## src/rtl/occ_arbiter_pkg.sv

```systemverilog
// Shared definitions for the Occ ROM arbiter: base codes, the index -1
// address and the per-base count extraction from a packed Occ word.
package occ_arbiter_pkg;

  typedef enum logic [1:0] {
    BASE_A = 2'd0,
    BASE_C = 2'd1,
    BASE_G = 2'd2,
    BASE_T = 2'd3
  } occ_base_e;

  localparam int unsigned OCC_ADDR_W = 8;
  localparam logic [OCC_ADDR_W-1:0] OCC_NEG1 = '1;

  // Widest per-base count the extraction helper supports.
  localparam int unsigned OCC_MAX_CNT_W = 16;

  function automatic logic [OCC_MAX_CNT_W-1:0] occ_base_count(
    input logic [4*OCC_MAX_CNT_W-1:0] word,
    input occ_base_e                  base,
    input int unsigned                cnt_w
  );
    logic [4*OCC_MAX_CNT_W-1:0] shifted;
    logic [OCC_MAX_CNT_W-1:0]   mask;
    shifted = word >> (32'(base) * cnt_w);
    mask    = {OCC_MAX_CNT_W{1'b1}} >> (OCC_MAX_CNT_W - cnt_w);
    return shifted[OCC_MAX_CNT_W-1:0] & mask;
  endfunction

endpackage

```

## src/rtl/occ_arbiter_if.sv

```systemverilog
// Bundle between the search-step requesters, the arbiter and the Occ ROM.
// slave = arbiter side, master = requesters plus ROM side.
interface occ_arbiter_if #(
  parameter int unsigned NUM_REQ = 2,
  parameter int unsigned ADDR_W  = 8,
  parameter int unsigned CNT_W   = 8
);
  logic [NUM_REQ-1:0]        req_valid;
  logic [NUM_REQ-1:0]        req_ready;
  logic [NUM_REQ*ADDR_W-1:0] req_addr;
  logic [NUM_REQ*2-1:0]      req_base;
  logic [NUM_REQ-1:0]        resp_valid;
  logic [CNT_W-1:0]          resp_count;
  logic [4*CNT_W-1:0]        resp_word;
  logic                      rom_ce;
  logic [ADDR_W-1:0]         rom_addr;
  logic [4*CNT_W-1:0]        rom_data;
  logic                      rom_valid;
  logic                      err;

  modport slave (
    input  req_valid, req_addr, req_base, rom_data, rom_valid,
    output req_ready, resp_valid, resp_count, resp_word, rom_ce, rom_addr, err
  );

  modport master (
    output req_valid, req_addr, req_base, rom_data, rom_valid,
    input  req_ready, resp_valid, resp_count, resp_word, rom_ce, rom_addr, err
  );
endinterface

```

## src/rtl/occ_rr_grant.sv

```systemverilog
// One-hot grant picker: first requester at or after rr_ptr_i (mod NUM_REQ).
// Tying rr_ptr_i to 0 gives plain lowest-index-wins priority.
module occ_rr_grant #(
  parameter  int unsigned NUM_REQ = 2,
  localparam int unsigned PTR_W   = $clog2(NUM_REQ)
) (
  input  logic [NUM_REQ-1:0] req_i,
  input  logic [PTR_W-1:0]   rr_ptr_i,
  output logic [NUM_REQ-1:0] gnt_o
);

  logic [2*NUM_REQ-1:0] req_dbl;
  logic [2*NUM_REQ-1:0] gnt_dbl;
  logic [NUM_REQ-1:0]   req_rot;
  logic [NUM_REQ-1:0]   pick;

  // Rotate so rr_ptr sits at bit 0, keep the lowest set bit, rotate back.
  always_comb begin
    req_dbl = {req_i, req_i} >> rr_ptr_i;
    req_rot = req_dbl[NUM_REQ-1:0];
    pick    = req_rot & (~req_rot + NUM_REQ'(1));
    gnt_dbl = {pick, pick} << rr_ptr_i;
    gnt_o   = gnt_dbl[2*NUM_REQ-1:NUM_REQ];
  end

endmodule

```

## src/rtl/occ_arbiter.sv

```systemverilog
// Shares one Occ ROM port between NUM_REQ requesters: grant, issue, capture.
// Define OCC_ARB_RR_EN for round-robin grant; otherwise lowest index wins.
module occ_arbiter
  import occ_arbiter_pkg::*;
#(
  parameter  int unsigned NUM_REQ = 2,
  parameter  int unsigned ADDR_W  = 8,
  parameter  int unsigned CNT_W   = 8,
  localparam int unsigned PTR_W   = $clog2(NUM_REQ)
) (
  input logic               clk,
  input logic               rst,
  occ_arbiter_if.slave      bus
);

  logic [NUM_REQ-1:0] req_masked;
  logic [NUM_REQ-1:0] gnt;
  logic               grant_any;
  logic [PTR_W-1:0]   gnt_idx;
  logic [ADDR_W-1:0]  sel_addr;
  logic [1:0]         sel_base;
  logic [PTR_W-1:0]   rr_ptr;

  logic               rom_ce_q,   rom_ce_d;
  logic [ADDR_W-1:0]  rom_addr_q, rom_addr_d;
  occ_base_e          b_base_q,   b_base_d;
  logic [PTR_W-1:0]   b_id_q,     b_id_d;

  logic [NUM_REQ-1:0] resp_valid_q, resp_valid_d;
  logic [4*CNT_W-1:0] resp_word_q,  resp_word_d;
  logic [CNT_W-1:0]   resp_count_q, resp_count_d;
  logic               err_q,        err_d;

  logic [NUM_REQ-1:0]         id_onehot;
  logic [4*OCC_MAX_CNT_W-1:0] word_ext;

  // Stage A: no grant may leave while reset is held.
  assign req_masked = bus.req_valid & {NUM_REQ{~rst}};

  occ_rr_grant #(.NUM_REQ(NUM_REQ)) u_grant (
    .req_i    (req_masked),
    .rr_ptr_i (rr_ptr),
    .gnt_o    (gnt)
  );

  assign bus.req_ready = gnt;
  assign grant_any     = |gnt;

  always_comb begin
    gnt_idx  = '0;
    sel_addr = '0;
    sel_base = '0;
    for (int i = 0; i < NUM_REQ; i++) begin
      if (gnt[i]) begin
        gnt_idx  = PTR_W'(i);
        sel_addr = bus.req_addr[i*ADDR_W +: ADDR_W];
        sel_base = bus.req_base[2*i +: 2];
      end
    end
  end

`ifdef OCC_ARB_RR_EN
  logic [PTR_W-1:0] rr_ptr_q, rr_ptr_d;

  always_comb begin
    rr_ptr_d = rr_ptr_q;
    if (grant_any) begin
      rr_ptr_d = (gnt_idx == PTR_W'(NUM_REQ - 1)) ? '0 : gnt_idx + PTR_W'(1);
    end
  end

  always_ff @(posedge clk) begin
    if (rst) rr_ptr_q <= '0;
    else     rr_ptr_q <= rr_ptr_d;
  end

  assign rr_ptr = rr_ptr_q;
`else
  assign rr_ptr = '0;
`endif

  // Stage B: the address is held between lookups.
  always_comb begin
    rom_ce_d   = grant_any;
    rom_addr_d = rom_addr_q;
    b_base_d   = b_base_q;
    b_id_d     = b_id_q;
    if (grant_any) begin
      rom_addr_d = sel_addr;
      b_base_d   = occ_base_e'(sel_base);
      b_id_d     = gnt_idx;
    end
  end

  for (genvar gi = 0; gi < NUM_REQ; gi++) begin : g_onehot
    assign id_onehot[gi] = (b_id_q == PTR_W'(gi));
  end

  // Stage C: a missing rom_valid drops the lookup and latches err.
  always_comb begin
    resp_valid_d = '0;
    resp_word_d  = resp_word_q;
    resp_count_d = resp_count_q;
    err_d        = err_q;
    word_ext     = '0;
    word_ext[4*CNT_W-1:0] = bus.rom_data;
    if (rom_ce_q) begin
      if (bus.rom_valid) begin
        resp_valid_d = id_onehot;
        resp_word_d  = bus.rom_data;
        resp_count_d = CNT_W'(occ_base_count(word_ext, b_base_q, CNT_W));
      end else begin
        err_d = 1'b1;
      end
    end
  end

  always_ff @(posedge clk) begin
    if (rst) begin
      rom_ce_q     <= 1'b0;
      rom_addr_q   <= '0;
      b_base_q     <= BASE_A;
      b_id_q       <= '0;
      resp_valid_q <= '0;
      resp_word_q  <= '0;
      resp_count_q <= '0;
      err_q        <= 1'b0;
    end else begin
      rom_ce_q     <= rom_ce_d;
      rom_addr_q   <= rom_addr_d;
      b_base_q     <= b_base_d;
      b_id_q       <= b_id_d;
      resp_valid_q <= resp_valid_d;
      resp_word_q  <= resp_word_d;
      resp_count_q <= resp_count_d;
      err_q        <= err_d;
    end
  end

  assign bus.rom_ce     = rom_ce_q;
  assign bus.rom_addr   = rom_addr_q;
  assign bus.resp_valid = resp_valid_q;
  assign bus.resp_word  = resp_word_q;
  assign bus.resp_count = resp_count_q;
  assign bus.err        = err_q;

endmodule

```

## src/flat_wrapper.sv

```systemverilog
// flat-port wrapper written by rule: the top's interface ports become plain ports
module occ_arbiter_flat import occ_arbiter_pkg::*;
#(
  parameter  int unsigned NUM_REQ = 2,
  parameter  int unsigned ADDR_W  = 8,
  parameter  int unsigned CNT_W   = 8,
  localparam int unsigned PTR_W   = $clog2(NUM_REQ)
)
  (clk, rst, bus_req_valid, bus_req_addr, bus_req_base, bus_rom_data, bus_rom_valid, bus_req_ready, bus_resp_valid, bus_resp_count, bus_resp_word, bus_rom_ce, bus_rom_addr, bus_err);
  occ_arbiter_if #(.NUM_REQ(NUM_REQ), .ADDR_W(ADDR_W), .CNT_W(CNT_W)) bus_i ();
  input logic clk;
  input logic rst;
  input wire logic [$bits(bus_i.req_valid)-1:0] bus_req_valid;
  input wire logic [$bits(bus_i.req_addr)-1:0] bus_req_addr;
  input wire logic [$bits(bus_i.req_base)-1:0] bus_req_base;
  input wire logic [$bits(bus_i.rom_data)-1:0] bus_rom_data;
  input wire logic [$bits(bus_i.rom_valid)-1:0] bus_rom_valid;
  output wire logic [$bits(bus_i.req_ready)-1:0] bus_req_ready;
  output wire logic [$bits(bus_i.resp_valid)-1:0] bus_resp_valid;
  output wire logic [$bits(bus_i.resp_count)-1:0] bus_resp_count;
  output wire logic [$bits(bus_i.resp_word)-1:0] bus_resp_word;
  output wire logic [$bits(bus_i.rom_ce)-1:0] bus_rom_ce;
  output wire logic [$bits(bus_i.rom_addr)-1:0] bus_rom_addr;
  output wire logic [$bits(bus_i.err)-1:0] bus_err;
  assign bus_i.req_valid = bus_req_valid;
  assign bus_i.req_addr = bus_req_addr;
  assign bus_i.req_base = bus_req_base;
  assign bus_i.rom_data = bus_rom_data;
  assign bus_i.rom_valid = bus_rom_valid;
  assign bus_req_ready = bus_i.req_ready;
  assign bus_resp_valid = bus_i.resp_valid;
  assign bus_resp_count = bus_i.resp_count;
  assign bus_resp_word = bus_i.resp_word;
  assign bus_rom_ce = bus_i.rom_ce;
  assign bus_rom_addr = bus_i.rom_addr;
  assign bus_err = bus_i.err;
  occ_arbiter #(.NUM_REQ(NUM_REQ), .ADDR_W(ADDR_W), .CNT_W(CNT_W)) u_core (.clk(clk), .rst(rst), .bus(bus_i));
endmodule
```

## config.mk

```make
export PLATFORM = sky130hd
export DESIGN_NAME = occ_arbiter_flat
export DESIGN_NICKNAME = d
export VERILOG_FILES = /design/src/rtl/occ_arbiter_pkg.sv /design/src/rtl/occ_arbiter_if.sv /design/src/rtl/occ_rr_grant.sv /design/src/rtl/occ_arbiter.sv /design/src/flat_wrapper.sv
export SDC_FILE = /design/constraint.sdc
export NUM_CORES = 1
export LEC_CHECK = 0
export CAP_MARGIN = 5
export CORE_AREA = 2 2 65 67
export CTS_BUF_LIST = sky130_fd_sc_hd__clkbuf_2 sky130_fd_sc_hd__clkbuf_4 sky130_fd_sc_hd__clkbuf_8
export DETAILED_ROUTE_END_ITERATION = 6
export DIE_AREA = 0 0 67 69
export DONT_BUFFER_PORTS = 1
export PLACE_DENSITY = 0.75
export SYNTH_ARGS = -nofsm -noshare
export SYNTH_HDL_FRONTEND = slang
export SYNTH_SLANG_ARGS = --single-unit
```

## constraint.sdc

```tcl
create_clock -name clk -period 1.26 [get_ports clk]
set_input_delay 0.252 -clock clk [delete_from_list [all_inputs] [get_ports clk]]
set_output_delay 0.252 -clock clk [all_outputs]
set_load 0.05 [all_outputs]
```

==> impl_metrics.tcl <==
set metrics [dict create \
    drive_gt1_share_pct 23.40 \
    final_nets 321 \
    cts_sinks 55 \
    arrival_ps 960 \
    wl_per_cell_um 16.30 \
    end_kind "output port" \
    port_buffers 0 \
    worst_slew_pin_slew_ps 527.7 \
    drc_errors 0 \
    routabilityCongestion 0.7365 \
    core_area_um2 3914 \
    r2r_cells 4 \
    synthToLayoutAreaGrowth_pct 15.53 \
    syn_avg_cell_area_um2 8.936 \
    root_buffer "clkbuf_8" \
    tritoncts "yes" \
    worstPathRequired_ps 1010 \
    ys_ff_latch 55 \
    grt_pass1_vias 1750 \
    syn-cell-area_um2 2207 \
    powerDensity_nw_per_um2 1405 \
    antenna_found_initial 0 \
    synth.net_count 304 \
    hold_path.class "in -> reg" \
    clkTransAtPathRegs_ps 90 \
    synthCells 247 \
    synth.top_cells.by_area "dfxtp_1, nand2_1, a21oi_1, mux4_2, mux2_2" \
    fp.dieH_um 69 \
    reg2reg_slack_ps 60 \
    status "finished clean" \
    p_total_uw 3583 \
    drtPass1Iterations 5 \
    grt_max_degree 58 \
    clock_path_buffers 2 \
    slew_headroom_pct 64.78 \
    ys_seq_area_share_pct 49.89 \
    synth_top_cell_by_area "dfxtp_1" \
    startpoint_type "flop" \
    crit_type "reg -> out" \
    gr-usage-all-layers_pct 22.91 \
    ios 111 \
    grt_pass1_wl_mm 8.211 \
    vias_per_cell 5.521 \
    cts_made_buffers 5 \
    fmax_mhz 825.4 \
    drv_cap 0 \
    timing.rr.start "u_core.b_base_q[0]$_SDFFE_PP0P_" \
    leakagePower_uw 0.001000 \
    drtIter0Drc 117 \
    vias 1739 \
    cp_num_cells 0 \
    diodes 0 \
    clock_skew_ps 5.220 \
    clock_latency_ps 300 \
    setup_viol 0 \
    synth_warnings 0 \
    yosysUniqueCellTypes 17 \
    rsz0062_at_grt "yes" \
    period_share_pct 96.15 \
    postCtsHoldBufs 0 \
    layout_min_cycle_time_ps 1212 \
    hpwl_mm 3.731 \
    die_area_um2 4623 \
    ant_nets 0 \
    overflow 0 \
    worst-path-max-fanout 2 \
    hold_violations 0 \
    holdPathStages 1 \
    tns_ps 0 \
    start_util_pct 56.39 \
    hp-start "rst" \
    wirelength_mm 5.134 \
    rows 23 \
    peakVddDrop_uv 698.3 \
    netlist.area_leader.share_pct 49.89 \
    die_w_um 67 \
    setup.worst_path.start "u_core.bus.resp_word[25]$_SDFFE_PP0P_" \
    htree_levels 2 \
    maxSlewViolCount 0 \
]
placed cells by master, fill, tap and decap left out, drive strengths merged:
cell type / n
mux4: 8
clkbuf: 7
nor2b: 1
a21oi: 41
dfxtp: 55
clkinvlp: 1
nor2: 14
mux2i: 10
nor3b: 2
and2: 1
inv: 1
buf: 31
mux2: 10
nand2: 81
nor3: 2
cells by family (layout without fill, tap and decap cells):
group,count (synthesis),in the layout,synth area share (%)
buf+inv,22,40,5.158
flops,55,55,49.89
simple gates,101,101,17.86
mux,28,28,17.80
compound gates,41,41,9.297
path summary, 6_finish.rpt:
| kind | to |
|---|---|
| setup / recovery | bus_resp_word[25] |
| hold / removal | u_core.bus.resp_word[19]$_SDFFE_PP0P_ |
| setup reg to reg | u_core.bus.resp_count[2]$_SDFFE_PP0P_ |
| hold reg to reg | u_core.bus.resp_valid[0]$_SDFF_PP0_ |
final cells by class:
type / instances / area [um^2]
well taps: 50 / 62.56
inverters: 1 / 3.754
clock inverters: 1 / 7.507
fillers: 356 / 1364
repair buffers: 31 / 270.3
flip-flops and latches: 55 / 1105
clock buffers: 7 / 96.34
multi-input cells: 170 / 1005
sequential cells by signal (all words and copies together) (netlist names):
signal	count
u_core.bus.resp_count	8
u_core.bus.resp_word	32
u_core.b_id_q	1
u_core.bus.resp_valid	2
u_core.bus.rom_ce	1
u_core.b_base_q	2
u_core.bus.rom_addr	8
u_core.bus.err	1
report_power, final:
part           switching (uW)  total [uW]  internal, uW  leakage [uW]
Combinational             312         533           222      0.000499
Clock                     552        1050           501     0.0000505
Sequential                170        2000          1830      0.000451
Total                    1030        3580          2550       0.00100
synth_stat cells:
library cell,n
nand2_1,81
dfxtp_1,55
a21oi_1,41
nor2_1,14
mux2_2,10
mux2i_1,10
mux4_2,8
buf_2,7
buf_1,5
clkbuf_1,5
buf_4,2
buf_6,2
nor3_1,2
nor3b_1,2
and2_1,1
inv_1,1
nor2b_1,1
timing repair:
item                                    4_1_cts  5_1_grt
resized for setup                             0        2
endpoints found under the setup margin        0        7
endpoints found under the hold margin         0       16
buffers inserted                              0        0
per-layer routing:
layer	track usage, %	wire length, um	vias to the layer above
met5	0	0	-
met4	7.256	73	0
met3	9.135	585	8
met2	37.18	2459	77
met1	27.39	2016	810
li1	-	-	844
worst reg2reg max path: stages (launching register included):
cell     delay, ps
dfxtp_2        360
buf_12         130
mux4_2         490
nand2_1         70
a21oi_1         60
per-stage QoR:
| stage | worst slack (ps) | area (um^2) | hold WS (ps) | std cells | utilization, % |
|---|---|---|---|---|---|
| 3_3_place_gp | 40.12 | 2444 | 322.4 | 307 | 62.44 |
| 3_5_place_dp | 9.133 | 2444 | 323.4 | 307 | 62.44 |
| 2_1_floorplan | 13.26 | 2216 | 388.0 | 247 | - |
| 4_1_cts | 2.715 | 2547 | 3.881 | 315 | 65.09 |
| 6_report | 48.49 | 2550 | 8.788 | 315 | 65.15 |
| 5_1_grt | -1.072 | 2550 | -10.47 | 315 | 65.15 |
Power figures use the tool's default switching activity.
